<file path="src/rtl/program_loader.sv">
// program_loader: receives a framed program image from a byte stream and writes it word by word
// into a 256x16 instruction memory. The CPU is held in reset until the image is complete and valid.
// Frame: SYNC_BYTE, COUNT (0 = 256 words), N x {hi, lo}, optional CHECKSUM.
// Define PROGRAM_LOADER_CHECKSUM_EN to require the trailing checksum byte.
module program_loader #(
  parameter logic [7:0]  SYNC_BYTE      = 8'hA5,
  parameter logic [7:0]  BASE_ADDRESS   = 8'h00,
  parameter int unsigned TIMEOUT_CYCLES = 50000
) (
  input  logic        clock,
  input  logic        reset_n,
  input  logic        start,
  input  logic        rx_valid,
  input  logic [7:0]  rx_data,
  output logic        rx_ready,
  output logic        program_write,
  output logic [7:0]  program_address,
  output logic [15:0] program_data,
  output logic        cpu_reset,
  output logic        busy,
  output logic        done,
  output logic        error,
  output logic [8:0]  words_loaded
);

  localparam logic [15:0] TimeoutLimit = TIMEOUT_CYCLES[15:0];
  localparam bit          TimeoutEn    = (TIMEOUT_CYCLES != 0);

  typedef enum logic [3:0] {
    StIdle,
    StSync,
    StCount,
    StHi,
    StLo,
    StWrite,
    StDone,
    StError
`ifdef PROGRAM_LOADER_CHECKSUM_EN
    , StCheck
`endif
  } state_e;

  state_e      state_q, state_d;
  logic [8:0]  count_q, count_d;
  logic [7:0]  hi_q, hi_d;
  logic [7:0]  lo_q, lo_d;
  logic [7:0]  addr_q, addr_d;
  logic [8:0]  words_q, words_d;
  logic [15:0] timer_q, timer_d;
  logic        rx_ready_q, rx_ready_d;
  logic        busy_q, busy_d;
  logic        done_q, done_d;
  logic        error_q, error_d;
  logic        cpu_reset_q, cpu_reset_d;
`ifdef PROGRAM_LOADER_CHECKSUM_EN
  logic [7:0]  sum_q, sum_d;
`endif

  logic xfer;
  logic timing;

  assign xfer = rx_valid & rx_ready_q;

  // Next-state, datapath and registered-flag computation.
  always_comb begin
    state_d = state_q;
    count_d = count_q;
    hi_d    = hi_q;
    lo_d    = lo_q;
    addr_d  = addr_q;
    words_d = words_q;
    timer_d = timer_q;
`ifdef PROGRAM_LOADER_CHECKSUM_EN
    sum_d   = sum_q;
`endif
    timing  = 1'b0;

    case (state_q)
      StIdle, StDone, StError: begin
        if (start) begin
          state_d = StSync;
          addr_d  = BASE_ADDRESS;
          words_d = '0;
          timer_d = '0;
`ifdef PROGRAM_LOADER_CHECKSUM_EN
          sum_d   = '0;
`endif
        end
      end
      StSync: begin
        if (xfer && (rx_data == SYNC_BYTE)) begin
          state_d = StCount;
          timer_d = '0;
        end
      end
      StCount: begin
        timing = 1'b1;
        if (xfer) begin
          // A count byte of zero encodes a full 256-word image.
          count_d = {(rx_data == 8'h00), rx_data};
          state_d = StHi;
`ifdef PROGRAM_LOADER_CHECKSUM_EN
          sum_d   = rx_data;
`endif
        end
      end
      StHi: begin
        timing = 1'b1;
        if (xfer) begin
          hi_d    = rx_data;
          state_d = StLo;
`ifdef PROGRAM_LOADER_CHECKSUM_EN
          sum_d   = sum_q + rx_data;
`endif
        end
      end
      StLo: begin
        timing = 1'b1;
        if (xfer) begin
          lo_d    = rx_data;
          state_d = StWrite;
`ifdef PROGRAM_LOADER_CHECKSUM_EN
          sum_d   = sum_q + rx_data;
`endif
        end
      end
      StWrite: begin
        addr_d  = addr_q + 8'd1;
        words_d = words_q + 9'd1;
        if (words_d == count_q) begin
`ifdef PROGRAM_LOADER_CHECKSUM_EN
          state_d = StCheck;
`else
          state_d = StDone;
`endif
        end else begin
          state_d = StHi;
        end
      end
`ifdef PROGRAM_LOADER_CHECKSUM_EN
      StCheck: begin
        timing = 1'b1;
        if (xfer) begin
          state_d = (rx_data == sum_q) ? StDone : StError;
        end
      end
`endif
      default: state_d = StIdle;
    endcase

    // Inter-byte watchdog; an accepted byte always wins over an expiring timer.
    if (timing) begin
      if (xfer) begin
        timer_d = '0;
      end else begin
        timer_d = timer_q + 16'd1;
        if (TimeoutEn && (timer_d == TimeoutLimit)) begin
          state_d = StError;
        end
      end
    end

    rx_ready_d  = 1'b0;
    busy_d      = 1'b0;
    done_d      = 1'b0;
    error_d     = 1'b0;
    cpu_reset_d = 1'b0;
    case (state_d)
      StSync, StCount, StHi, StLo: begin
        rx_ready_d  = 1'b1;
        busy_d      = 1'b1;
        cpu_reset_d = 1'b1;
      end
`ifdef PROGRAM_LOADER_CHECKSUM_EN
      StCheck: begin
        rx_ready_d  = 1'b1;
        busy_d      = 1'b1;
        cpu_reset_d = 1'b1;
      end
`endif
      StWrite: begin
        busy_d      = 1'b1;
        cpu_reset_d = 1'b1;
      end
      StError: begin
        error_d     = 1'b1;
        cpu_reset_d = 1'b1;
      end
      StDone:  done_d = 1'b1;
      default: ;
    endcase
  end

  // State and output registers with synchronous active-low reset.
  always_ff @(posedge clock) begin
    if (!reset_n) begin
      state_q     <= StIdle;
      count_q     <= '0;
      hi_q        <= '0;
      lo_q        <= '0;
      addr_q      <= '0;
      words_q     <= '0;
      timer_q     <= '0;
      rx_ready_q  <= 1'b0;
      busy_q      <= 1'b0;
      done_q      <= 1'b0;
      error_q     <= 1'b0;
      cpu_reset_q <= 1'b1;
`ifdef PROGRAM_LOADER_CHECKSUM_EN
      sum_q       <= '0;
`endif
    end else begin
      state_q     <= state_d;
      count_q     <= count_d;
      hi_q        <= hi_d;
      lo_q        <= lo_d;
      addr_q      <= addr_d;
      words_q     <= words_d;
      timer_q     <= timer_d;
      rx_ready_q  <= rx_ready_d;
      busy_q      <= busy_d;
      done_q      <= done_d;
      error_q     <= error_d;
      cpu_reset_q <= cpu_reset_d;
`ifdef PROGRAM_LOADER_CHECKSUM_EN
      sum_q       <= sum_d;
`endif
    end
  end

  assign program_write   = (state_q == StWrite);
  assign program_address = addr_q;
  assign program_data    = {hi_q, lo_q};
  assign rx_ready        = rx_ready_q;
  assign busy            = busy_q;
  assign done            = done_q;
  assign error           = error_q;
  assign cpu_reset       = cpu_reset_q;
  assign words_loaded    = words_q;

endmodule
</file>
<file path="config.mk">
export PLATFORM = sky130hd
export DESIGN_NAME = program_loader
export DESIGN_NICKNAME = d
export VERILOG_FILES = /design/src/rtl/program_loader.sv
export SDC_FILE = /design/constraint.sdc
export NUM_CORES = 1
export LEC_CHECK = 0
export ABC_CLOCK_PERIOD_IN_PS = 2300
export CORE_ASPECT_RATIO = 0.6
export CORE_MARGIN = 5
export CORE_UTILIZATION = 35
export CTS_BUF_LIST = sky130_fd_sc_hd__clkbuf_8
export CTS_CLUSTER_SIZE = 12
export DETAILED_ROUTE_END_ITERATION = 12
export GPL_TIMING_DRIVEN = 0
export HOLD_SLACK_MARGIN = 0.08
export PLACE_DENSITY_LB_ADDON = 0.12
export SLEW_MARGIN = 20
export SYNTH_ARGS = -nofsm -noshare
export SYNTH_HDL_FRONTEND = slang
export SYNTH_SLANG_ARGS = --single-unit
</file>
<file path="constraint.sdc">
create_clock -name clock -period 2.3 [get_ports clock]
set_input_delay 0.575 -clock clock [delete_from_list [all_inputs] [get_ports clock]]
set_output_delay 0.575 -clock clock [all_outputs]
set_load 0.05 [all_outputs]
</file>
After elaboration in Yosys (flattened, before gate mapping)
Cells that the tools add are included.
Word-level totals
  output and inout port bits: 39
  register bits: 67
Operators by class
  multiplexer cells: 25
  equal/unequal tests: 20
  reductions and logical operators: 15
  add/sub/neg operators: 3
  bitwise gates (word level): 1
Operators by type and width (count)
  $mux W16: 4
  $eq A4 B3 Y1 const B: 8
  $mux W4: 8
  $pmux W16 S2: 1
  $pmux W4 S6: 1
  $pmux W9 S2: 1
  $add A16 B1 Y16 const B: 1
  $eq A16 B16 Y1 const B: 1
  $eq A4 B2 Y1 const B: 4
  $pmux W8 S2: 1
  $add A9 B1 Y9 const B: 1
  $eq A9 B9 Y1: 1
  $mux W9: 1
  $add A8 B1 Y8 const B: 1
  $eq A4 B1 Y1 const B: 2
  $eq A8 B8 Y1 const B: 1
  $logic_not A8 Y1: 1
  $mux W8: 1
  $reduce_and A2 Y1: 4
  $mux W1: 6
  $ne A3 B3 Y1 const B: 2
  $reduce_or A3 Y1: 2
  $reduce_or A6 Y1: 1
  $reduce_or A5 Y1: 1
  other kinds (9): 9

Depth between registers and ports, before layout
  depth after elaboration: 10
  depth in mapped cells: 8

Worst setup path before layout
No wires, ideal clock.
  path kind: register to register
  start point: reg words_q[1] (netlist: words_loaded[1])
  end point: reg cpu_reset_q (netlist: cpu_reset)
  setup time: 140 ps
  path buffers: 1
  path slack: -189 ps
  arrival time: 2350 ps
  stages on the path, launching flop included: 8
  cell sequence: dfxtp_1 > ha_1 > clkbuf_1 > a21oi_1 > a2111oi_1 > o2111ai_1 > a21boi_2 > o2111ai_1
Between the ends
  word-level cells in the longest chain between the ends: 10
RTL lines
  from (decl): line 48  | logic [8:0] words_q, words_d;
  from (signal assigned): line 218  | words_q <= words_d;
  $add A9 B1 Y9 *: line 129  | words_d = words_q + 9'd1;
  $eq A9 B9 Y1 *: line 130  | if (words_d == count_q) begin
  $mux W3 *: line 130
  $pmux W4 S6 *: line 78  | case (state_q)
  $mux W4: line 157  | if (TimeoutEn && (timer_d == TimeoutLimit)) begin
  $mux W4: line 153  | if (xfer) begin
  $mux W4 *: line 152  | if (timing) begin
  $eq A4 B3 Y1, or another cell as far along: line 168  | case (state_d)
  $reduce_or A6 Y1 (no source line) *
  $mux W1 *: line 168
  to (signal assigned): line 224  | cpu_reset_q <= cpu_reset_d;
  to (decl): line 54  | logic cpu_reset_q, cpu_reset_d;
Mark *: on every way between the ends. The rest lies on a longest branch, timed or not.
A chain may end at the register's enable or synchronous reset.

Worst setup path after layout
Same ends and word-level chain as after synthesis.

==> qor.yml <==
async_flop_share_pct: 0
fp-row-count: 28
vias_per_cell: 5.53
maxSlewHeadroom_pct: 55.9
wl_per_cell_um: 17.1
dr_total_vias: 3592
drt_iter0_drc: 286
setup_viol: 0
fin_crit_sh_pct: 98.1
p_leak_nw: 1.77
cts.clk_slew.worst_paths_ns: 0.08
slowest_delay_ns: 0.41
crit_chain: "ha_2, and3_2, xnor2_1, a2111oi_4, nand4b_1, o31ai_4, o2111ai_2"
crit_path_start_kind: "flip-flop"
die_x_um: 141
fin_area_um2: 4690
slew_violations: 0
cp-end-kind: "flip-flop"
multi_input_area_um2: 2240
drive_gt1_share_pct: 16.3
ir_worst_vdd_uv: 303
clock_latency_ns: 0.36
timing.critical_path.arrival_ns: 2.46
synthCells: 450
worst_slew_pin_slew_ns: 0.662
synthFlopType: "dfxtp_1"
cts_made_buffers: 9
die_h_um: 88.6
overflow: 0
total_power_mw: 2.35
diodes: 0
syn_area_um2: 3600
synth_edf_count: 0
syn_avg_cell_area_um2: 8.01
status: "finished clean"
worst_path_max_delay_cell: "dfxtp_2"
routabilityCongestion: 0.905
cp_top_family: "compound AO/OA/AOI/OAI gates"
yosys_warnings: 0
syn-num-nets: 465
drcViolationCount: 0
required_ns: 2.50
h-tree-depth: 3
yosysTopAreaCellShare_pct: 37.2
maxCapViolCount: 0
crit_fanout: 7
synth.area.top_cells: "dfxtp_1, a21oi_1, nor2_1"
dr.pass1.iters: 5
yosysSeqAreaShare_pct: 37.2
synth.largest_area_cell: "dfxtp_1"
pin_count: 51
grt_pass1_wl_um: 17500
cts_tree: "yes"
power_density_nw_per_um2: 501
dp_hpwl_um: 7950
hold_violations: 0
ys_seq_elements: 67
grt_max_degree: 13
path_buf_inv: 0
holdBufCountCts: 0
fin_setup_tns_ns: 0
fillers: 977
clock_sinks: 67
synthToLayoutAreaGrowth_pct: 30.1
synth_cell_types: 61
io_buffer_count: 50
wl_um: 11100
dieArea_um2: 12500
antenna_found_initial: 0
criticalPathCategory: "flip-flop to flip-flop"
grt_pass1_vias: 3197
placed_area_um2: 4280
globalRouteTotalUtil_pct: 18.0
hp-class: "flip-flop to flip-flop"
antenna_left: 0
core_um2: 9950
skew_ns: 0.00987
seq_area_um2: 1350
rsz0062_at_grt: "true"
period_needed_ns: 2.26
clock.fmax_mhz: 443
cts_root_buffer: "clkbuf_8"
initial_core_util_pct: 36.2
clockBufferDepth: 2
layout.nets: 525
[sequential cells by signal, indices dropped and copies added (netlist names)]
signal,flops
program_address,8
done,1
state_q,4
rx_ready,1
error,1
busy,1
timer_q,16
hi_q,8
cpu_reset,1
count_q,9
lo_q,8
words_loaded,9
[routing by layer]
layer / track usage [%] / routed length [um]
met5: 0 / 0
met4: 4.84 / 100
met3: 4.91 / 774
met2: 22.8 / 4160
met1: 28.7 / 6090
[worst paths after layout]
| path | start | end | slack [ns] | cells past startpoint |
|---|---|---|---|---|
| worst max-delay path | words_loaded[1] | cpu_reset | 0.04 | 7 |
| worst min-delay path | hi_q[2] | hi_q[2] | 0.46 | 2 |
| worst max register to register | words_loaded[1] | cpu_reset | 0.04 | 7 |
| worst min register to register | hi_q[2] | hi_q[2] | 0.46 | 2 |
[cells in the mapped netlist (all sizes together), types with 5 or more instances]
cell type  count
a21oi         49
o21ai         29
xnor2          9
nor2          49
inv            7
nand3         23
nor3          10
and2           6
and4           8
or3            5
dfxtp         67
buf            6
and3           7
mux2i         16
a31oi          8
nand2         38
nand4         10
nand4b         6
clkbuf        26
nand3b         7
xor2           5
[cells in the final DEF, fill, tap and decap left out, drive strengths merged, types with 8 or more instances in the layout]
cell and count:
clkdlybuf4s50 40, nand4 10, nand2 38, o21ai 29, a31oi 8, xnor2 9
nand3 23, a21oi 49, mux2i 16, buf 11, and4 8, clkbuf 34
dfxtp 67, nor2 49, nor3 10
[tightest hold or removal path, delay by kind of cell (launching register included)]
| family | cells | cell delay (ns) |
|---|---|---|
| AND/OR/NAND/NOR | 1 | 0.05 |
| AO/OA/AOI/OAI | 1 | 0.05 |
| flip-flops | 1 | 0.31 |
[logic make-up after synthesis]
| kind of cell | synth area share (%) |
|---|---|
| and+or+nand+nor | 27.9 |
| muxes | 4.76 |
| xor gates and xnor gates | 3.40 |
| adders and majority gates | 1.04 |
| buffers and inverters | 4.83 |
| other | 0.104 |
| AOI/OAI and AO/OA | 20.8 |
| DFF | 37.2 |
[cell type report]
class	instances	area share (%)
buffer	27	3.23
clock buffer	11	3.23
clock inverter	5	1.31
inverter	7	0.560
multi-input combinational	344	47.8
sequential	67	28.8
tap	135	3.60
timing repair buffer	54	11.5
[power by group]
| part | internal [mW] | switching [mW] |
|---|---|---|
| Sequential | 1.16 | 0.00464 |
| Clock | 0.561 | 0.484 |
| Combinational | 0.0443 | 0.0932 |
| Total | 1.77 | 0.582 |
[through the flow]
stage	cells	setup slack, ns	hold slack [ns]	util [%]
after floorplan	450	-0.0151	0.468	-
after CTS	653	0.00197	0.457	46.1
final	650	0.0447	0.457	47.1
after global routing	650	-0.0603	0.483	47.1
after detailed placement	635	-0.841	0.447	43.0
after global placement	635	-0.910	0.440	43.0
[repair_timing]
item	4_1_cts	5_1_grt
setup buffers	4	0
setup endpoints to repair	25	29
pin swaps	10	5
gates resized for setup	40	35
No activity file was read; power rests on OpenSTA's default activity.
